===== src/rtl/saradc_seq_accum.sv =====
// Conversion sequencer and oversampling accumulator for a SAR ADC.
// Sums 2**OSR_LOG2 conversions per word and queues the sums in a first-word-fall-through FIFO.
module saradc_seq_accum #(
  parameter int unsigned NBITS      = 5,
  parameter int unsigned OSR_LOG2   = 2,
  parameter int unsigned FIFO_DEPTH = 4,
  parameter int unsigned TMO_CYC    = 64
) (
  input  logic                          clk,
  input  logic                          rst_n,
  input  logic                          en,
  input  logic                          clr,
  output logic                          go,
  input  logic                          valid,
  input  logic [NBITS-1:0]              result,
  output logic [NBITS+OSR_LOG2-1:0]     dout,
  output logic                          dvalid,
  input  logic                          dready,
  output logic                          ovf,
  output logic                          tmo,
  output logic [$clog2(FIFO_DEPTH):0]   level
);

  localparam int unsigned DW = NBITS + OSR_LOG2;
  localparam int unsigned AW = $clog2(FIFO_DEPTH);
  localparam int unsigned CW = (OSR_LOG2 > 0) ? OSR_LOG2 : 1;
  localparam int unsigned TW = (TMO_CYC > 1) ? $clog2(TMO_CYC) : 1;

  localparam logic [CW-1:0] CNT_LAST = CW'((1 << OSR_LOG2) - 1);
  localparam logic [TW-1:0] TMO_LAST = TW'(TMO_CYC - 1);
  localparam logic [AW:0]   FULL_LVL = (AW + 1)'(FIFO_DEPTH);

  localparam logic [1:0] IDLE = 2'd0;
  localparam logic [1:0] CONV = 2'd1;
  localparam logic [1:0] DONE = 2'd2;

  logic [1:0]    state_q, state_d;
  logic [TW-1:0] tmo_cnt_q, tmo_cnt_d;
  logic          valid_q;
  logic          valid_rise;
  logic          capture;
  logic          timeout;

  logic [DW-1:0] acc_q, acc_d;
  logic [CW-1:0] cnt_q, cnt_d;
  logic [DW-1:0] sum;
  logic          last;
  logic          push;

  logic [DW-1:0] mem [FIFO_DEPTH];
  logic [AW-1:0] wptr_q, wptr_d;
  logic [AW-1:0] rptr_q, rptr_d;
  logic [AW:0]   level_q, level_d;
  logic          empty;
  logic          full;
  logic          pop;
  logic          wr;
  logic          drop;
  logic          ovf_q, ovf_d;
  logic          tmo_q, tmo_d;

  // valid_q resets high so a VALID already high out of reset is not seen as a new edge.
  assign valid_rise = valid & ~valid_q;
  assign capture    = (state_q == CONV) & valid_rise;
  assign timeout    = (state_q == CONV) & ~valid_rise & (tmo_cnt_q == TMO_LAST);

  always_comb begin
    state_d   = state_q;
    tmo_cnt_d = tmo_cnt_q;
    case (state_q)
      IDLE: begin
        tmo_cnt_d = '0;
        if (en && !clr) begin
          state_d = CONV;
        end
      end
      CONV: begin
        if (valid_rise) begin
          state_d   = DONE;
          tmo_cnt_d = '0;
        end else if (tmo_cnt_q == TMO_LAST) begin
          state_d   = IDLE;
          tmo_cnt_d = '0;
        end else begin
          tmo_cnt_d = tmo_cnt_q + TW'(1);
        end
      end
      DONE: begin
        if (!valid) begin
          state_d = en ? CONV : IDLE;
        end
      end
      default: begin
        state_d   = IDLE;
        tmo_cnt_d = '0;
      end
    endcase
  end

  always_ff @(posedge clk or negedge rst_n) begin
    if (!rst_n) begin
      state_q   <= IDLE;
      tmo_cnt_q <= '0;
      valid_q   <= 1'b1;
    end else begin
      state_q   <= state_d;
      tmo_cnt_q <= tmo_cnt_d;
      valid_q   <= valid;
    end
  end

  assign go = (state_q == CONV);

  assign sum  = acc_q + DW'(result);
  assign last = (cnt_q == CNT_LAST);
  assign push = capture & last & ~clr;

  always_comb begin
    acc_d = acc_q;
    cnt_d = cnt_q;
    if (clr) begin
      acc_d = '0;
      cnt_d = '0;
    end else if (capture) begin
      if (last) begin
        acc_d = '0;
        cnt_d = '0;
      end else begin
        acc_d = sum;
        cnt_d = cnt_q + CW'(1);
      end
    end
  end

  always_ff @(posedge clk or negedge rst_n) begin
    if (!rst_n) begin
      acc_q <= '0;
      cnt_q <= '0;
    end else begin
      acc_q <= acc_d;
      cnt_q <= cnt_d;
    end
  end

  assign empty = (level_q == '0);
  assign full  = (level_q == FULL_LVL);
  assign pop   = ~empty & dready;
  // A pop in the same cycle frees the slot, so a push into a full FIFO is accepted.
  assign wr    = push & (~full | pop);
  assign drop  = push & full & ~pop;

  always_comb begin
    wptr_d  = wptr_q;
    rptr_d  = rptr_q;
    level_d = level_q;
    if (clr) begin
      wptr_d  = '0;
      rptr_d  = '0;
      level_d = '0;
    end else begin
      if (wr) begin
        wptr_d = wptr_q + AW'(1);
      end
      if (pop) begin
        rptr_d = rptr_q + AW'(1);
      end
      if (wr && !pop) begin
        level_d = level_q + (AW + 1)'(1);
      end else if (pop && !wr) begin
        level_d = level_q - (AW + 1)'(1);
      end
    end
  end

  always_comb begin
    ovf_d = ovf_q | drop;
    tmo_d = tmo_q | timeout;
    if (clr) begin
      ovf_d = 1'b0;
      tmo_d = 1'b0;
    end
  end

  always_ff @(posedge clk or negedge rst_n) begin
    if (!rst_n) begin
      wptr_q  <= '0;
      rptr_q  <= '0;
      level_q <= '0;
      ovf_q   <= 1'b0;
      tmo_q   <= 1'b0;
    end else begin
      wptr_q  <= wptr_d;
      rptr_q  <= rptr_d;
      level_q <= level_d;
      ovf_q   <= ovf_d;
      tmo_q   <= tmo_d;
    end
  end

  always_ff @(posedge clk) begin
    if (wr) begin
      mem[wptr_q] <= sum;
    end
  end

  // Head is forced to zero when empty so stale storage never leaks onto the bus.
  always_comb begin
    dout = '0;
    if (!empty) begin
      dout = mem[rptr_q];
    end
  end

  assign dvalid = ~empty;
  assign level  = level_q;
  assign ovf    = ovf_q;
  assign tmo    = tmo_q;

endmodule


===== config.mk =====
export PLATFORM = sky130hd
export DESIGN_NAME = saradc_seq_accum
export DESIGN_NICKNAME = d
export VERILOG_FILES = /design/src/rtl/saradc_seq_accum.sv
export SDC_FILE = /design/constraint.sdc
export NUM_CORES = 1
export LEC_CHECK = 0
export ABC_AREA = 1
export BUFFER_PORTS_ARGS = -buffer_cell sky130_fd_sc_hd__clkbuf_2
export CELL_PAD_IN_SITES_DETAIL_PLACEMENT = 1
export CELL_PAD_IN_SITES_GLOBAL_PLACEMENT = 1
export CORE_UTILIZATION = 41
export CTS_CLUSTER_SIZE = 12
export DETAILED_ROUTE_END_ITERATION = 8
export GPL_ROUTABILITY_DRIVEN = 0
export PLACE_DENSITY_LB_ADDON = 0.1
export SETUP_SLACK_MARGIN = 0.05
export SYNTH_ARGS = -nofsm -noshare
export SYNTH_HDL_FRONTEND = slang
export SYNTH_SLANG_ARGS = --single-unit

===== constraint.sdc =====
create_clock -name clk -period 1.75 [get_ports clk]
set_input_delay 0.175 -clock clk [delete_from_list [all_inputs] [get_ports clk]]
set_output_delay 0.175 -clock clk [all_outputs]
set_load 0.005 [all_outputs]

==> flow_metrics.py, run 1 <==
metrics = {
    "status": {
        "status": "completed",
    },
    "setup_path": {
        "worstPathMaxFanout": 5,
        "crit_path_start_kind": "register",
        "crit_path_frequent_cell": "buf_4",
        "crit_path_end_kind": "register",
        "cp_top_family": "adder cells",
        "arrival_ns": 1.91,
        "cpPeakStageDelay_ns": 0.38,
        "critPathSlowestCell": "dfrtp_1",
        "crit_type": "register to register",
        "crit_buf_inv": 3,
        "cp.required_ns": 1.96,
        "path_cells": "ha_2, inv_2, fa_2, buf_4, xnor2_1, buf_4, a32o_1",
    },
    "global_route": {
        "grt_use_total_pct": 18.5,
        "grt_pass1_wl_um": 10100,
        "grt_max_degree": 28,
        "antenna_found_initial": 0,
        "grtUsageMet3_pct": 3.56,
        "grtUsageMet2_pct": 33.6,
        "grt_pass1_vias": 2163,
        "use_met1_pct": 21.9,
        "overflow": 0,
        "busiest_layer": "met2",
    },
    "die": {
        "rows": 29,
        "die_h_um": 83.5,
        "die_w_um": 83.5,
        "start_util_pct": 42.6,
        "io_pins": 25,
        "dieArea_sq_um": 6960,
        "core_area_sq_um": 6390,
    },
    "timing": {
        "drv_slew": 0,
        "fin_skew_ns": 0.0103,
        "fmax_mhz": 590,
        "fin_crit_sh_pct": 96.8,
        "hold_viol": 0,
        "setup_tns_ns": 0,
        "relSlewSlack_pct": 51.7,
        "timing.hold.ws_ns": 0.120,
        "rsz0062_at_grt": "yes",
        "setup_viol": 0,
        "tightest_slew_ns": 0.725,
        "post-route-min-period_ns": 1.69,
    },
    "place": {
        "dpl_cell_area_sq_um": 3050,
        "io_buffers": 24,
        "post-place-cells": 394,
        "dp_hpwl_um": 4510,
    },
    "detailed_routing": {
        "wl_per_cell_um": 14.8,
        "drtAntennaViolNets": 0,
        "first_pass_iters": 4,
        "routed_wl_um": 6160,
        "vias": 2093,
        "drt_iter0_markers": 42,
        "vias_per_cell": 5.03,
        "drcViolationCount": 0,
    },
    "clocking": {
        "path_clk_slew_ns": 0.10,
        "clockBufferDepth": 2,
        "root_buffer": "clkbuf_8",
        "cts.sinks": 55,
        "htree_levels": 2,
        "cts_buffers": 5,
        "clk-insertion-delay-late_ns": 0.32,
        "cts_tree": "built",
    },
    "final_layout": {
        "drive_gt1_share_pct": 31.6,
        "final_area_sq_um": 3390,
        "instances_no_fill": 416,
        "area_growth_pct": 24.6,
        "n_antenna_cell": 0,
        "nets": 362,
    },
    "synthesis": {
        "ys_seq_area_share_pct": 55.8,
        "synth_seq_cells": 55,
        "syn-cell-area_sq_um": 2720,
        "netlist-cell-type-count": 35,
        "syn_avg_cell_area_sq_um": 9.75,
        "yosys_warnings": 0,
        "syn_nets": 303,
        "synthCells": 279,
    },
    "power": {
        "p_sw_mw": 1.24,
        "clock_power_share_pct": 19.7,
        "seqPwrFrac_pct": 44.1,
        "power_per_cell_area_nw_per_um2": 1050,
        "ir_drop_v": 0.000655,
        "combPwrFrac_pct": 36.1,
        "p_int_mw": 2.31,
        "total_power_mw": 3.55,
        "p_leak_nw": 1.56,
        "swShare_pct": 34.9,
    },
    "job": {
        "maxCapViolations": 0,
    },
    "hold_path": {
        "holdCritPathClass": "input pin to register",
    },
}
## repair_timing
action / in CTS / in global routing
cloned: 0 / 2
pin swaps: 3 / 13
endpoints found under the setup margin: 33 / 57
buffers inserted: 2 / 8
hold buffers: 2 / 0
gates resized for setup: 12 / 29
endpoints found under the hold margin: 27 / 0
## cells in the final DEF, fill, tap and decap left out, types with 3 or more instances in the layout
cell	instances
nand2_1	35
clkbuf_2	24
a21oi_2	3
inv_1	29
clkbuf_8	5
nand2_4	3
buf_4	27
dfrtp_1	25
o21ai_0	19
nand4_1	3
edfxtp_1	28
clkinvlp_4	4
nor2_2	4
o21ai_1	6
a21oi_1	12
nand3_1	14
nor2_1	39
ha_1	7
inv_2	9
nand3_2	3
nand2_2	4
## cell usage after synthesis
master    instances  area (sq um)
fa_1              2          40.0
nand3_1          16          80.1
o21ai_1           2          10.0
a22oi_1           1          7.51
clkinv_1          1          3.75
inv_2             3          11.3
xor2_1            4          35.0
nand4_4           1          21.3
o21ai_0          23           115
a21o_1            1          7.51
a32o_1            2          20.0
clkbuf_1          2          7.51
a31o_2            1          8.76
a21oi_1          15          75.1
xnor2_1           1          8.76
dfrtp_1          26           651
nor2_4            1          11.3
nand2_4           2          22.5
dfstp_2           1          26.3
nand3_2           1          10.0
ha_1             11           138
o22ai_1           3          18.8
nand2_1          38           143
a22o_1            1          8.76
nand4_1           3          18.8
nand2_2           2          12.5
o21a_1            1          7.51
nor2_1           41           154
edfxtp_1         28           841
buf_2             2          10.0
nor2_8            1          20.0
nor2_2            3          18.8
or2_2             2          12.5
inv_1            36           135
mux2i_1           1          10.0
## routing by layer
metal	part of all wire, %	up-vias
met5	0	-
met4	1.7	0
met3	3.2	8
met2	52	27
met1	43	1018
li1	-	1040
## registers in the layout, indices dropped and copies added (netlist names)
register and count:
acc_q 7, cnt_q 2, level 3, mem 28, ovf 1, rptr_q 2
state_q 2, tmo 1, tmo_cnt_q 6, valid_q 1, wptr_q 2
## worst paths after layout
check,startpoint,end,slack [ns],cells past startpoint
max reg2reg,acc_q[0],acc_q[2],0.06,7
max,acc_q[0],acc_q[2],0.06,7
max in group asynchronous,rst_n,rptr_q[0],0.80,2
min,clr,tmo,0.12,2
min in group asynchronous,rst_n,ovf,0.45,2
min reg2reg,cnt_q[0],cnt_q[0],0.50,1
## metrics by stage
stage          utilization (%)  setup slack (ns)
6_report                  53.1            0.0561
5_1_grt                   53.1           -0.0124
4_1_cts                   50.5            0.0405
3_5_place_dp              47.8           -0.0572
3_3_place_gp              47.8           -0.0509
2_1_floorplan                -            0.0538
## cells by family (layout without fill, tap and decap cells)
logic type | count (synthesis) | after routing | synth area share (%)
xor+xnor | 5 | 5 | 1.61
mux | 1 | 1 | 0.368
simple gates | 111 | 111 | 19.3
flops | 55 | 55 | 55.8
fa+ha+maj | 13 | 13 | 6.53
buf+inv | 44 | 104 | 6.16
compound gates | 50 | 50 | 10.3
## power groups by stage
| stage | combinational (mW) | clock, mW | sequential, mW |
|---|---|---|---|
| floorplan | 0.630 | 0 | 1.58 |
| global placement | 1.05 | 0 | 1.58 |
| detailed placement | 1.08 | 0 | 1.58 |
| CTS | 1.15 | 0.715 | 1.55 |
| global route | 1.45 | 0.747 | 1.58 |
| finish | 1.28 | 0.701 | 1.57 |
## area by class of cell
cell class / instances / area (sq um)
repair inverters: 1 / 7.51
inverters: 40 / 158
repair buffers: 55 / 365
clock buffers: 5 / 68.8
well taps: 77 / 96.3
clock inverters: 3 / 20.0
multi-input cells: 180 / 1150
fillers: 734 / 3000
flip-flops and latches: 55 / 1520
Note: power is estimated with default switching activity, not from simulation.
==> run 2, diff against run 1 <==
- CELL_PAD_IN_SITES_DETAIL_PLACEMENT: 1 -> 0
- PLACE_DENSITY: not set -> 0.72
- PLACE_DENSITY_LB_ADDON: 0.1 -> not set
- clock period: 1.75 -> 1.5 ns (I/O delays scaled with it)
==> flow_metrics.py, run 2 (synthesis gave the netlist of run 1 again) <==
metrics = {
    "job": {
        "maxCapViolations": 0,
    },
    "global_route": {
        "grt_max_degree": 28,
        "antenna_found_initial": 0,
        "overflow": 0,
        "grt_use_total_pct": 17.6,
        "grt_pass1_vias": 2143,
        "grt_pass1_wl_um": 9850,
    },
    "hold_path": {
        "holdPathStages": 3,
        "worst_hold_startpoint": "en",
        "holdCritPathClass": "input pin to register",
        "min_to": "state_q[0]",
    },
    "die": {
        "die_h_um": 83.5,
        "start_util_pct": 42.6,
        "core_area_sq_um": 6390,
        "rows": 29,
        "die_w_um": 83.5,
        "io_pins": 25,
        "dieArea_sq_um": 6960,
    },
    "setup_path": {
        "crit_type": "register to output port",
        "crit_path_end_kind": "output port",
        "r2r_start": "acc_q[4]",
        "r2r-end": "acc_q[6]",
        "worstPathMaxFanout": 7,
        "cp.required_ns": 1.35,
        "critPathSlowestCell": "dfrtp_2",
        "path_cells": "buf_4, clkinvlp_4, o21ai_0, a21oi_2, buf_2",
        "worst_r2r_path_depth": 7,
        "crit_path_start_kind": "register",
        "arrival_ns": 1.47,
        "worst-r2r-setup-slack_ns": -0.11,
        "cpPeakStageDelay_ns": 0.42,
    },
    "timing": {
        "fin_crit_sh_pct": 108,
        "tightest_slew_ns": 0.369,
        "fmax_mhz": 617,
        "post-route-min-period_ns": 1.62,
        "setup_ws_ns": -0.120,
        "setup_viol": 28,
        "rsz0062_at_grt": "yes",
        "timing.hold.ws_ns": 0.112,
        "fin_skew_ns": 0.0108,
        "hold_viol": 0,
        "drv_slew": 0,
        "relSlewSlack_pct": 75.4,
    },
    "power": {
        "total_power_mw": 4.65,
        "power_per_cell_area_nw_per_um2": 1230,
        "ir_drop_v": 0.000761,
        "p_leak_nw": 1.69,
    },
    "place": {
        "io_buffers": 24,
        "dp_hpwl_um": 4100,
    },
    "clocking": {
        "cts_buffers": 5,
        "cts.sinks": 55,
        "root_buffer": "clkbuf_8",
        "cts_tree": "built",
        "path_clk_slew_ns": 0.10,
        "clk-insertion-delay-late_ns": 0.31,
        "htree_levels": 2,
        "clockBufferDepth": 2,
    },
    "final_layout": {
        "final_common_cell": "buf_4",
        "regMostFlops": "mem",
        "largest_register_ffs": 28,
        "nets": 381,
        "nFillCells": 536,
        "drive_gt1_share_pct": 44.7,
        "final_cell_mix": "buf_4, nor2_1, edfxtp_1, nand2_1, dfrtp_1",
        "register_area_sq_um": 1520,
        "fin_util_pct": 59.0,
        "multi_input_area_sq_um": 1320,
        "n_antenna_cell": 0,
        "reg_top3": "mem (28), acc_q (7), tmo_cnt_q (6)",
        "area_growth_pct": 38.5,
    },
    "detailed_routing": {
        "vias_per_cell": 4.83,
        "drt_iter0_markers": 69,
        "drcViolationCount": 0,
        "routed_wl_um": 5780,
        "vias": 2099,
        "wl_per_cell_um": 13.3,
        "drtAntennaViolNets": 0,
        "first_pass_iters": 4,
    },
    "status": {
        "status": "finished with violations",
        "violations": "negative setup slack",
    },
}
==> run 2: cell types whose count changed in the layout (fill, tap and decap cells not counted), sizes merged <==
cell    before  now
buf         29   52
clkbuf      29   25
bufinv       0    1
clkinv       2    1
==> run 2: per-layer routing <==
metal	wire [um]	vias up	part of all wire, %	global-route usage [%]
met1	2540	987	44	22.0
met3	148	4	2.6	3.56
li1	-	1082	-	-
met5	0	-	0	0
met4	45	0	0.78	4.78
met2	3040	26	53	31.1
==> run 2: critical path: cells and delay by family (launching register included) <==
family | cells | cell delay (ns)
buffers and inverters | 3 | 0.43
flip-flops | 1 | 0.42
AO/OA/AOI/OAI | 2 | 0.32
==> run 2: worst max path at each step <==
| stage | start | to | slack (ns) | cells after the start |
|---|---|---|---|---|
| floorplan | state_q[0] | level[1] | -0.04 | 8 |
| global placement | acc_q[0] | mem[1][4] | -0.08 | 9 |
| detailed placement | acc_q[0] | acc_q[6] | -0.13 | 9 |
| CTS | level[1] | dout[5] | -0.10 | 6 |
| global route | acc_q[0] | acc_q[6] | -0.23 | 9 |
| finish | rptr_q[0] | dout[2] | -0.12 | 5 |
==> run 2: power breakdown <==
group | switching (mW) | internal (mW)
combinational | 0.977 | 0.864
sequential | 0.0920 | 1.72
clock | 0.492 | 0.503
==> run 2: final cells by class <==
type / count / area share, %
sequential: 55 / 40.3
multi-input combinational: 180 / 35.0
timing repair buffer: 74 / 14.6
inverter: 40 / 4.28
tap: 77 / 2.56
clock buffer: 5 / 1.83
clock inverter: 3 / 1.23
timing repair inverter: 1 / 0.199
==> run 2: per-stage QoR <==
stage | std cells | area, sq um | TNS (ns) | setup WS (ns)
floorplan | 279 | 2820 | -0.430 | -0.0429
finish | 435 | 3770 | -1.97 | -0.120
CTS | 426 | 3580 | -2.03 | -0.102
global placement | 407 | 3250 | -1.77 | -0.0805
detailed placement | 407 | 3250 | -3.25 | -0.132
global route | 435 | 3770 | -6.85 | -0.226
==> run 2: timing repair <==
item,4_1_cts,5_1_grt
endpoints found under the setup margin,68,77
resized for setup,30,43
hold buffers,2,0
gates cloned,0,1
hold endpoints to repair,27,0
setup buffers,9,10
pin swaps,22,20
